**src/rtl/apb_reg_bank_pkg.sv**
```systemverilog
`default_nettype none
// ============================================================================
// apb_reg_pkg : shared types and width helpers for the APB register bank
// Rev 1.0
// ============================================================================
package apb_reg_pkg;

  typedef enum logic [0:0] {
    IDLE   = 1'b0,
    ACCESS = 1'b1
  } state_e;

  localparam int WAIT_CNT_W = 4;

  function automatic int clog2(input int value);
    int r;
    r = 0;
    for (int i = 0; i < 31; i++) begin
      if ((1 << i) < value) r = i + 1;
    end
    return r;
  endfunction

  function automatic int idx_width(input int num_regs);
    return clog2(num_regs);
  endfunction

  function automatic int strb_width(input int data_w);
    return data_w / 8;
  endfunction

endpackage
`default_nettype wire

```
**src/rtl/apb_reg_bank_wait_ctr.sv**
```systemverilog
`default_nettype none
// ============================================================================
// apb_wait_ctr : loadable down-counter that stalls PREADY for wait states
// Rev 1.0
// ============================================================================
module apb_wait_ctr #(
  parameter int W = 4
) (
  input  logic         iClk,
  input  logic         iRsn,
  input  logic         iLoad,
  input  logic [W-1:0] iValue,
  input  logic         iDec,
  output logic         oZero
);

  logic [W-1:0] cnt_q;
  logic [W-1:0] cnt_d;

  // Load wins over decrement; the count saturates at zero.
  always_comb begin
    cnt_d = cnt_q;
    if (iLoad) begin
      cnt_d = iValue;
    end else if (iDec && (cnt_q != '0)) begin
      cnt_d = cnt_q - W'(1);
    end
  end

  always_ff @(posedge iClk or negedge iRsn) begin
    if (!iRsn) begin
      cnt_q <= '0;
    end else begin
      cnt_q <= cnt_d;
    end
  end

  assign oZero = (cnt_q == '0);

endmodule
`default_nettype wire

```
**src/rtl/apb_reg_bank.sv**
```systemverilog
`default_nettype none
// ============================================================================
// apb_reg_bank : APB4 slave register bank with byte strobes, wait states,
//                PSLVERR on bad access and hardware-backed read-only registers
// Rev 1.0
// ============================================================================
module apb_reg_bank
  import apb_reg_pkg::*;
#(
  parameter int                  DATA_W   = 32,
  parameter int                  ADDR_W   = 16,
  parameter int                  NUM_REGS = 8,
  parameter int                  WAIT_CYC = 0,
  parameter logic [NUM_REGS-1:0] RO_MASK  = '0
) (
  input  logic                         iClk,
  input  logic                         iRsn,
  input  logic                         iPSEL,
  input  logic                         iPENABLE,
  input  logic                         iPWRITE,
  input  logic [ADDR_W-1:0]            iPADDR,
  input  logic [DATA_W-1:0]            iPWDATA,
  input  logic [DATA_W/8-1:0]          iPSTRB,
  output logic [DATA_W-1:0]            oPRDATA,
  output logic                         oPREADY,
  output logic                         oPSLVERR,
  input  logic [NUM_REGS*DATA_W-1:0]   iHwData,
  output logic [NUM_REGS*DATA_W-1:0]   oRegs
);

  localparam int                    IDX_W     = idx_width(NUM_REGS);
  localparam int                    STRB_W    = strb_width(DATA_W);
  localparam logic [WAIT_CNT_W-1:0] WAIT_LOAD = WAIT_CNT_W'(WAIT_CYC);

  state_e           state_q, state_d;
  logic [IDX_W-1:0] idx_q, idx_d;
  logic             wr_q, wr_d;
  logic             err_q, err_d;

  logic             w_load;
  logic             w_dec;
  logic             w_zero;
  logic             w_ready;
  logic             w_complete;
  logic             w_commit;
  logic             w_addr_hi;
  logic             w_dec_err;
  logic [IDX_W-1:0] w_idx;
  logic [DATA_W-1:0] w_rd [NUM_REGS];
  logic             w_unused_hw;

  assign w_unused_hw = ^iHwData;

  // Address decode, evaluated on the setup cycle only.
  assign w_idx = iPADDR[IDX_W+1:2];

  always_comb begin
    w_addr_hi = 1'b0;
    for (int i = IDX_W + 2; i < ADDR_W; i++) begin
      w_addr_hi = w_addr_hi | iPADDR[i];
    end
  end

  assign w_dec_err = (iPADDR[1:0] != 2'b00) | w_addr_hi | (iPWRITE & RO_MASK[w_idx]);

  assign w_ready    = (state_q == ACCESS) & w_zero;
  assign w_complete = w_ready & iPSEL & iPENABLE;
  assign w_commit   = w_complete & wr_q & ~err_q;
  assign w_dec      = (state_q == ACCESS);

  always_comb begin
    state_d = state_q;
    idx_d   = idx_q;
    wr_d    = wr_q;
    err_d   = err_q;
    w_load  = 1'b0;
    case (state_q)
      IDLE: begin
        if (iPSEL && !iPENABLE) begin
          idx_d   = w_idx;
          wr_d    = iPWRITE;
          err_d   = w_dec_err;
          w_load  = 1'b1;
          state_d = ACCESS;
        end
      end
      ACCESS: begin
        if (!iPSEL || w_complete) begin
          state_d = IDLE;
        end
      end
      default: state_d = IDLE;
    endcase
  end

  always_ff @(posedge iClk or negedge iRsn) begin
    if (!iRsn) begin
      state_q <= IDLE;
      idx_q   <= '0;
      wr_q    <= 1'b0;
      err_q   <= 1'b0;
    end else begin
      state_q <= state_d;
      idx_q   <= idx_d;
      wr_q    <= wr_d;
      err_q   <= err_d;
    end
  end

  apb_wait_ctr #(
    .W (WAIT_CNT_W)
  ) u_wait_ctr (
    .iClk   (iClk),
    .iRsn   (iRsn),
    .iLoad  (w_load),
    .iValue (WAIT_LOAD),
    .iDec   (w_dec),
    .oZero  (w_zero)
  );

  for (genvar i = 0; i < NUM_REGS; i++) begin : g_reg
    if (RO_MASK[i]) begin : g_ro
      assign w_rd[i]                   = iHwData[i*DATA_W +: DATA_W];
      assign oRegs[i*DATA_W +: DATA_W] = '0;
    end else begin : g_rw
      logic [DATA_W-1:0] reg_q;
      logic [DATA_W-1:0] reg_d;

      always_comb begin
        reg_d = reg_q;
        if (w_commit && (idx_q == IDX_W'(i))) begin
          for (int b = 0; b < STRB_W; b++) begin
            if (iPSTRB[b]) reg_d[b*8 +: 8] = iPWDATA[b*8 +: 8];
          end
        end
      end

      always_ff @(posedge iClk or negedge iRsn) begin
        if (!iRsn) begin
          reg_q <= '0;
        end else begin
          reg_q <= reg_d;
        end
      end

      assign w_rd[i]                   = reg_q;
      assign oRegs[i*DATA_W +: DATA_W] = reg_q;
    end
  end

  assign oPREADY  = w_ready;
  assign oPSLVERR = w_ready & err_q;
  assign oPRDATA  = (w_ready & ~wr_q & ~err_q) ? w_rd[idx_q] : '0;

endmodule
`default_nettype wire

```
**config.mk**
```make
export PLATFORM = sky130hd
export DESIGN_NAME = apb_reg_bank
export DESIGN_NICKNAME = d
export VERILOG_FILES = /design/src/rtl/apb_reg_bank_pkg.sv /design/src/rtl/apb_reg_bank_wait_ctr.sv /design/src/rtl/apb_reg_bank.sv
export SDC_FILE = /design/constraint.sdc
export NUM_CORES = 1
export LEC_CHECK = 0
export BUFFER_PORTS_ARGS = -buffer_cell sky130_fd_sc_hd__buf_2
export CORE_AREA = 2 2 232 234
export CTS_BUF_LIST = sky130_fd_sc_hd__clkbuf_16
export DETAILED_ROUTE_END_ITERATION = 6
export DIE_AREA = 0 0 234 236
export GPL_TIMING_DRIVEN = 0
export SLEW_MARGIN = 20
export SYNTH_ARGS = -nofsm -noshare
export SYNTH_HDL_FRONTEND = slang
export SYNTH_HIERARCHICAL = 1
export SYNTH_SLANG_ARGS = --single-unit
```
**constraint.sdc**
```tcl
create_clock -name iClk -period 3.3 [get_ports iClk]
set_input_delay 0.165 -clock iClk [delete_from_list [all_inputs] [get_ports iClk]]
set_output_delay 0.165 -clock iClk [all_outputs]
set_load 0.005 [all_outputs]
```
# [Word-level counts from Yosys, hierarchy flattened]
# Memory sizes are Yosys's and may differ from the RTL's.
# Cells that the tools add are included.
[word_totals] register_bits=266 inputBits=313 mem_count=1 mem_bits_ro=8 word_cells=135
[memory_table] name="(no name shown)" words=8 word_bits=1 rd=1 rd_ports_with_merged_regs=0 wr=0 line="apb_reg_bank.sv:64" text="assign w_dec_err = (iPADDR[1:0] != 2'b00) | w_addr_hi | (iPWRITE & RO_MASK[w_idx]);"
[classes] eq_ne=7 bitwise_logic=25 n_addsub=1 n_mux=11 n_reduce_logical=51 order_cmp=2
[ops] operator="32-bit binary-select mux with 3-bit select" n=1
[ops] operator="32-bit two-way mux" n=3
[ops] operator="2-bit AND reduction" n=33
[ops] operator="3-bit equality test, second input constant" n=4
[ops] operator="1-bit OR" n=12
[ops] operator="1-bit logical AND" n=10
[ops] operator="1-bit bitwise AND" n=9
[ops] operator="4-bit two-way mux" n=2
[ops] operator="3-bit by 2-bit equality test with 1-bit output, second input constant" n=2
[ops] operator="4-bit greater-or-equal comparator, second input constant" n=1
[ops] operator="4-bit logical NOT" n=1
[ops] operator="3-bit by 4-bit < comparator with 1-bit output, second input constant" n=1
[ops] operator="1-bit two-way mux" n=4
[ops] operator="3-bit inverter with 4-bit output" n=1
[ops] operator="2-bit nonzero test" n=2
[ops] operator="4-bit nonzero test" n=1
[ops] operator="4-bit by 1-bit subtractor with 4-bit output, second input constant" n=1
[ops] operator="3-bit by 1-bit equality test with 1-bit output, second input constant" n=1
[ops] operator="3-bit logical NOT" n=1
[ops] operator="1-bit inverter" n=3
[ops] operator="1-bit logical NOT" n=2
[ops] operator="1-bit one-hot mux with 2 select lines" n=1
[ops] operator="1-bit logical OR" n=1

# [Depth between registers and ports, before layout]
[depth] word_depth=12 depth_mapped=9

# [Cells and area by module]
# Netlist, hierarchy kept.
[modules_own_cells] module="apb_reg_bank" seq_area_each_um2=6556.3 cells_each=716 area_each_um2=11976.5 instances=1
[modules_own_cells] module="apb_wait_ctr" seq_area_each_um2=100.1 cells_each=27 area_each_um2=252.7 instances=1

# [Least setup slack after synthesis]
# Ideal clock, no wire load.
[synth_path] path_type="register -> register" start="reg u_wait_ctr.cnt_q[0]" end="reg g_reg[2].g_rw.reg_q[0]" setup_ns=0.125 path_slack_ns=0.837 t_required_ns=3.175 n_path_buf=1 stages_incl_launch_ff=9 arrival_ns=2.338 path_cell_list="dfrtp_1 inv_1 ha_1 or3b_4 inv_1 nand2_1 buf_4 nor4_4 mux2_2"
[synth_between] elab_chain_len=8
[synth_rtl] element="start: declaration" line="apb_reg_bank_wait_ctr.sv:17" text="logic [W-1:0] cnt_q;"
[synth_rtl] element="start signal: assignment" line="apb_reg_bank_wait_ctr.sv:34" text="cnt_q <= cnt_d;"
[synth_rtl] element="4-bit logical NOT" line="apb_reg_bank_wait_ctr.sv:38" text="assign oZero = (cnt_q == '0);"
[synth_rtl] element="net w_zero" line="apb_reg_bank.sv:42" text="logic w_zero;"
[synth_rtl] element="1-bit bitwise AND" line="apb_reg_bank.sv:66" text="assign w_ready = (state_q == ACCESS) & w_zero;"
[synth_rtl] element="1-bit bitwise AND (2 in a row)" line="apb_reg_bank.sv:67" text="assign w_complete = w_ready & iPSEL & iPENABLE;"
[synth_rtl] element="1-bit bitwise AND (2 in a row)" line="apb_reg_bank.sv:68" text="assign w_commit = w_complete & wr_q & ~err_q;"
[synth_rtl] element="1-bit logical AND" line="apb_reg_bank.sv:131" text="if (w_commit && (idx_q == IDX_W'(i))) begin"
[synth_rtl] element="2-bit AND reduction (no line)"
[synth_rtl] element="end signal: assignment" line="apb_reg_bank.sv:142" text="reg_q <= reg_d;"
[synth_rtl] element="end: declaration" line="apb_reg_bank.sv:126" text="logic [DATA_W-1:0] reg_q;"
# The timed path passes the listed nets, and every way through them passes these cells.
# A chain may end at the register's enable or synchronous reset.

# [Worst setup path after layout]
[layout_path] start="reg u_wait_ctr.cnt_q[0]" end="reg g_reg[7].g_rw.reg_q[18]"
[layout_between] elab_chain_len=8
[layout_rtl] element="4-bit logical NOT" line="apb_reg_bank_wait_ctr.sv:38"
[layout_rtl] element="net w_zero" line="apb_reg_bank.sv:42"
[layout_rtl] element="1-bit bitwise AND" line="apb_reg_bank.sv:66"
[layout_rtl] element="1-bit bitwise AND (2 in a row)" line="apb_reg_bank.sv:67"
[layout_rtl] element="1-bit bitwise AND (2 in a row)" line="apb_reg_bank.sv:68"
[layout_rtl] element="1-bit logical AND" line="apb_reg_bank.sv:131"
[layout_rtl] element="2-bit AND reduction (no line)"
[layout_rtl] element="end signal: assignment" line="apb_reg_bank.sv:142"
[layout_rtl] element="end: declaration" line="apb_reg_bank.sv:126"
# The timed path passes the listed nets, and every way through them passes these cells.

==> results.toml <==
[run_status]
status = "finished, final reports clean"

[floorplanning]
die_area_um2 = 55220
io_pins = 603
start_util_pct = 23.04
die_y_um = 236
dieWidth_um = 234
coreArea_um2 = 53070
rows = 85

[global_route]
grt_pass1_wl_um = 67040
grt_overflow = 0
antenna_found_initial = 5
grt_pass1_vias = 9405
grt_max_degree = 97
grtUsageTotal_pct = 16.86

[pwr]
clock_power_share_pct = 47.8
power.switching_mw = 2.133
power_mw = 8.161
peakVddDrop_v = 0.0003500
seqPwrFrac_pct = 40.9
switching_share_pct = 26.14
power_density_nw_per_um2 = 486.3
pwr-share-comb_pct = 11.3
p_leak_nw = 8.781
internal_power_mw = 6.028

[critical_path]
cp_top_family = "simple AND/OR/NAND/NOR gates"
reg2reg_slack_ns = 0.11
cp-end-kind = "register"
crit_fanout = 8
worst_ep_arrival_time_ns = 3.60
slowest_stage = "nor3_2"
required_ns = 3.71
r2r_end = "g_reg[7].g_rw.reg_q[18]"
crit_buf_inv = 2
path_cells = "inv_2 -> ha_2 -> or3b_4 -> inv_4 -> nand4_2 -> nor3_2 -> mux2_2"
critical_path_class = "reg2reg"
start_kind = "register"
r2r-start = "u_wait_ctr/cnt_q[0]"
rr_worst_depth = 7
slowest_delay_ns = 1.06

[synth]
synth-seq-cells = 266
synth-edff-count = 0
netlist_instances = 743
yosysSeqAreaShare_pct = 54.43
avgSynthCellArea_um2 = 16.46
synth_warnings = 6
synthesis.area_um2 = 12230
synth_cell_types = 42
async_reset_ff_share_pct = 100.0
ys.flop_type = "dfrtp_1"

[clock_network]
tritoncts = "yes"
clk-insertion-delay-late_ns = 0.54
numCtsBuffers = 34
clock_path_buffers = 3
clk_pin_slew_ns = 0.07
root_buffer = "clkbuf_16"
clock-sinks = 266
h-tree-depth = 2

[job]
drv_cap = 0

[cells_and_area]
layout-drive-gt1-share_pct = 66.25
area_growth_pct = 37.24
final_cell_mix = "358 x buf_2, 266 x dfrtp_1, 258 x mux2_2"
finalInstanceArea_um2 = 16780
final_nets = 1497
fin_util_pct = 31.63
final_common_cell = "buf_2"

[route]
dr.pass1.iters = 5
wirelength_um = 47510
drc_errors = 0
ant_nets = 0
wl_per_cell_um = 24.93
viasPerCell = 4.735
vias = 9025
drtIter0Drc = 461

[timing]
fin_skew_ns = 0.02931
max_freq_ghz = 0.3136
hold_viol = 0
fin_crit_sh_pct = 96.64
drv_slew = 0
slew_headroom_pct = 21.89
setup_viol = 0
min_period_ns = 3.189
worstMarginPinSlew_ns = 1.165

[place]
numPortBuffers = 346
gp_routability_congestion = 0.7875
place_area_um2 = 14950
dp_hpwl_um = 33130

[worst_hold_path]
min-delay-start = "iPSEL"
holdPathEnd = "idx_q[0]"
hold_depth = 3
hp-class = "in2reg"
[sequential cells by signal, indices dropped and copies added, names as in the netlist]
register	flops
u_wait_ctr/cnt_q	4
state_q	1
g.g_rw.reg_q	256
idx_q	3
err_q	1
wr_q	1
[cells by family (layout without fill, tap and decap cells)]
family | count (synthesis) | in the layout | share of synthesized area (%)
flops | 266 | 266 | 54.43
buf+inv | 39 | 502 | 1.514
fa+ha+maj | 1 | 1 | 0.1023
other cells | 1 | 5 | 0.03066
mux | 324 | 324 | 35.73
simple gates | 70 | 70 | 5.361
compound gates | 42 | 42 | 2.834
[worst reg2reg max path, stage by stage (launching register included)]
cell and delay, ns:
dfrtp_1 0.39, inv_2 0.08, ha_2 0.20, or3b_4 0.43, inv_4 0.11, nand4_2 0.38, nor3_2 1.06, mux2_2 0.43
[cells in the mapped netlist (2+ instances only)]
cell,instances,share of area (%)
nand2b_1,7,0.36
nand4b_1,2,0.14
a22o_1,32,2.3
buf_1,4,0.12
nor3_2,16,1.3
mux2_2,258,24
or4_1,2,0.12
nor4_4,8,1.4
and2_1,3,0.15
nand2_1,8,0.25
or4b_1,5,0.41
clkbuf_1,16,0.49
nor4b_1,2,0.14
a21oi_1,3,0.12
nor2_1,2,0.061
mux2_1,2,0.18
dfrtp_1,266,54
inv_1,4,0.12
buf_4,3,0.18
mux4_2,64,12
nand4_1,3,0.15
nor3_1,2,0.082
nor3b_1,2,0.12
buf_6,2,0.18
buf_2,10,0.41
[power groups by stage]
stage	logic, mW	registers, mW	clock network [mW]
after floorplan	0.442	3.38	0
after global placement	0.852	3.39	0
after detailed placement	0.875	3.39	0
after CTS	0.928	3.34	4.00
after global routing	0.995	3.34	4.12
final	0.920	3.34	3.90
[area by class of cell]
type	count	area, µm²
buffer	35	289.0
clock buffer	37	925.9
sequential	266	6656
clock inverter	25	245.2
fill	5322	36290
tap	696	870.8
multi-input combinational	441	5461
antenna	1	2.502
inverter	4	17.52
timing repair buffer	401	2315
[timing repair]
item                                   in CTS  in global routing
gates cloned                                0                  2
pin swaps                                   2                  0
endpoints found under the hold margin     353                  0
setup buffers                               4                  4
hold buffers                               42                  0
setup endpoints to repair                  56                110
resized for setup                          25                  9
[metal layers]
layer / share of wire (%) / track usage (%) / up-vias
met2: 45 / 25.83 / 442
met3: 9.1 / 5.537 / 75
met5: 0.046 / 0 / -
met4: 2.6 / 5.351 / 4
met1: 43 / 22.43 / 4727
li1: - / - / 3777
[how the worst max path moves through the flow]
stage / start / to / slack (ns) / cells past startpoint
final: u_wait_ctr/cnt_q[0] / g_reg[7].g_rw.reg_q[18] / 0.11 / 7
after global routing: u_wait_ctr/cnt_q[0] / oPRDATA[2] / -0.00002 / 11
after CTS: u_wait_ctr/cnt_q[0] / oPRDATA[12] / 0.008 / 11
after detailed placement: u_wait_ctr/cnt_q[0] / oPRDATA[13] / -0.45 / 10
after global placement: iRsn / g_reg[6].g_rw.reg_q[5] / -2.95 / 1
after floorplan: u_wait_ctr/cnt_q[0] / g_reg[2].g_rw.reg_q[0] / 0.84 / 8
[through the flow]
stage	TNS, ns	setup slack (ns)	std cells	hold slack [ns]
after floorplan	0	0.8372	746	-0.1306
after global placement	-814.31	-2.945	1788	0.3967
after detailed placement	-12.54	-0.4478	1791	0.2428
after CTS	0	0.008425	1899	0.2602
after global routing	-0.00002287	-0.00002287	1905	0.2451
final	0	0.1110	1906	0.2429
Note: power is estimated with default switching activity, not from simulation.
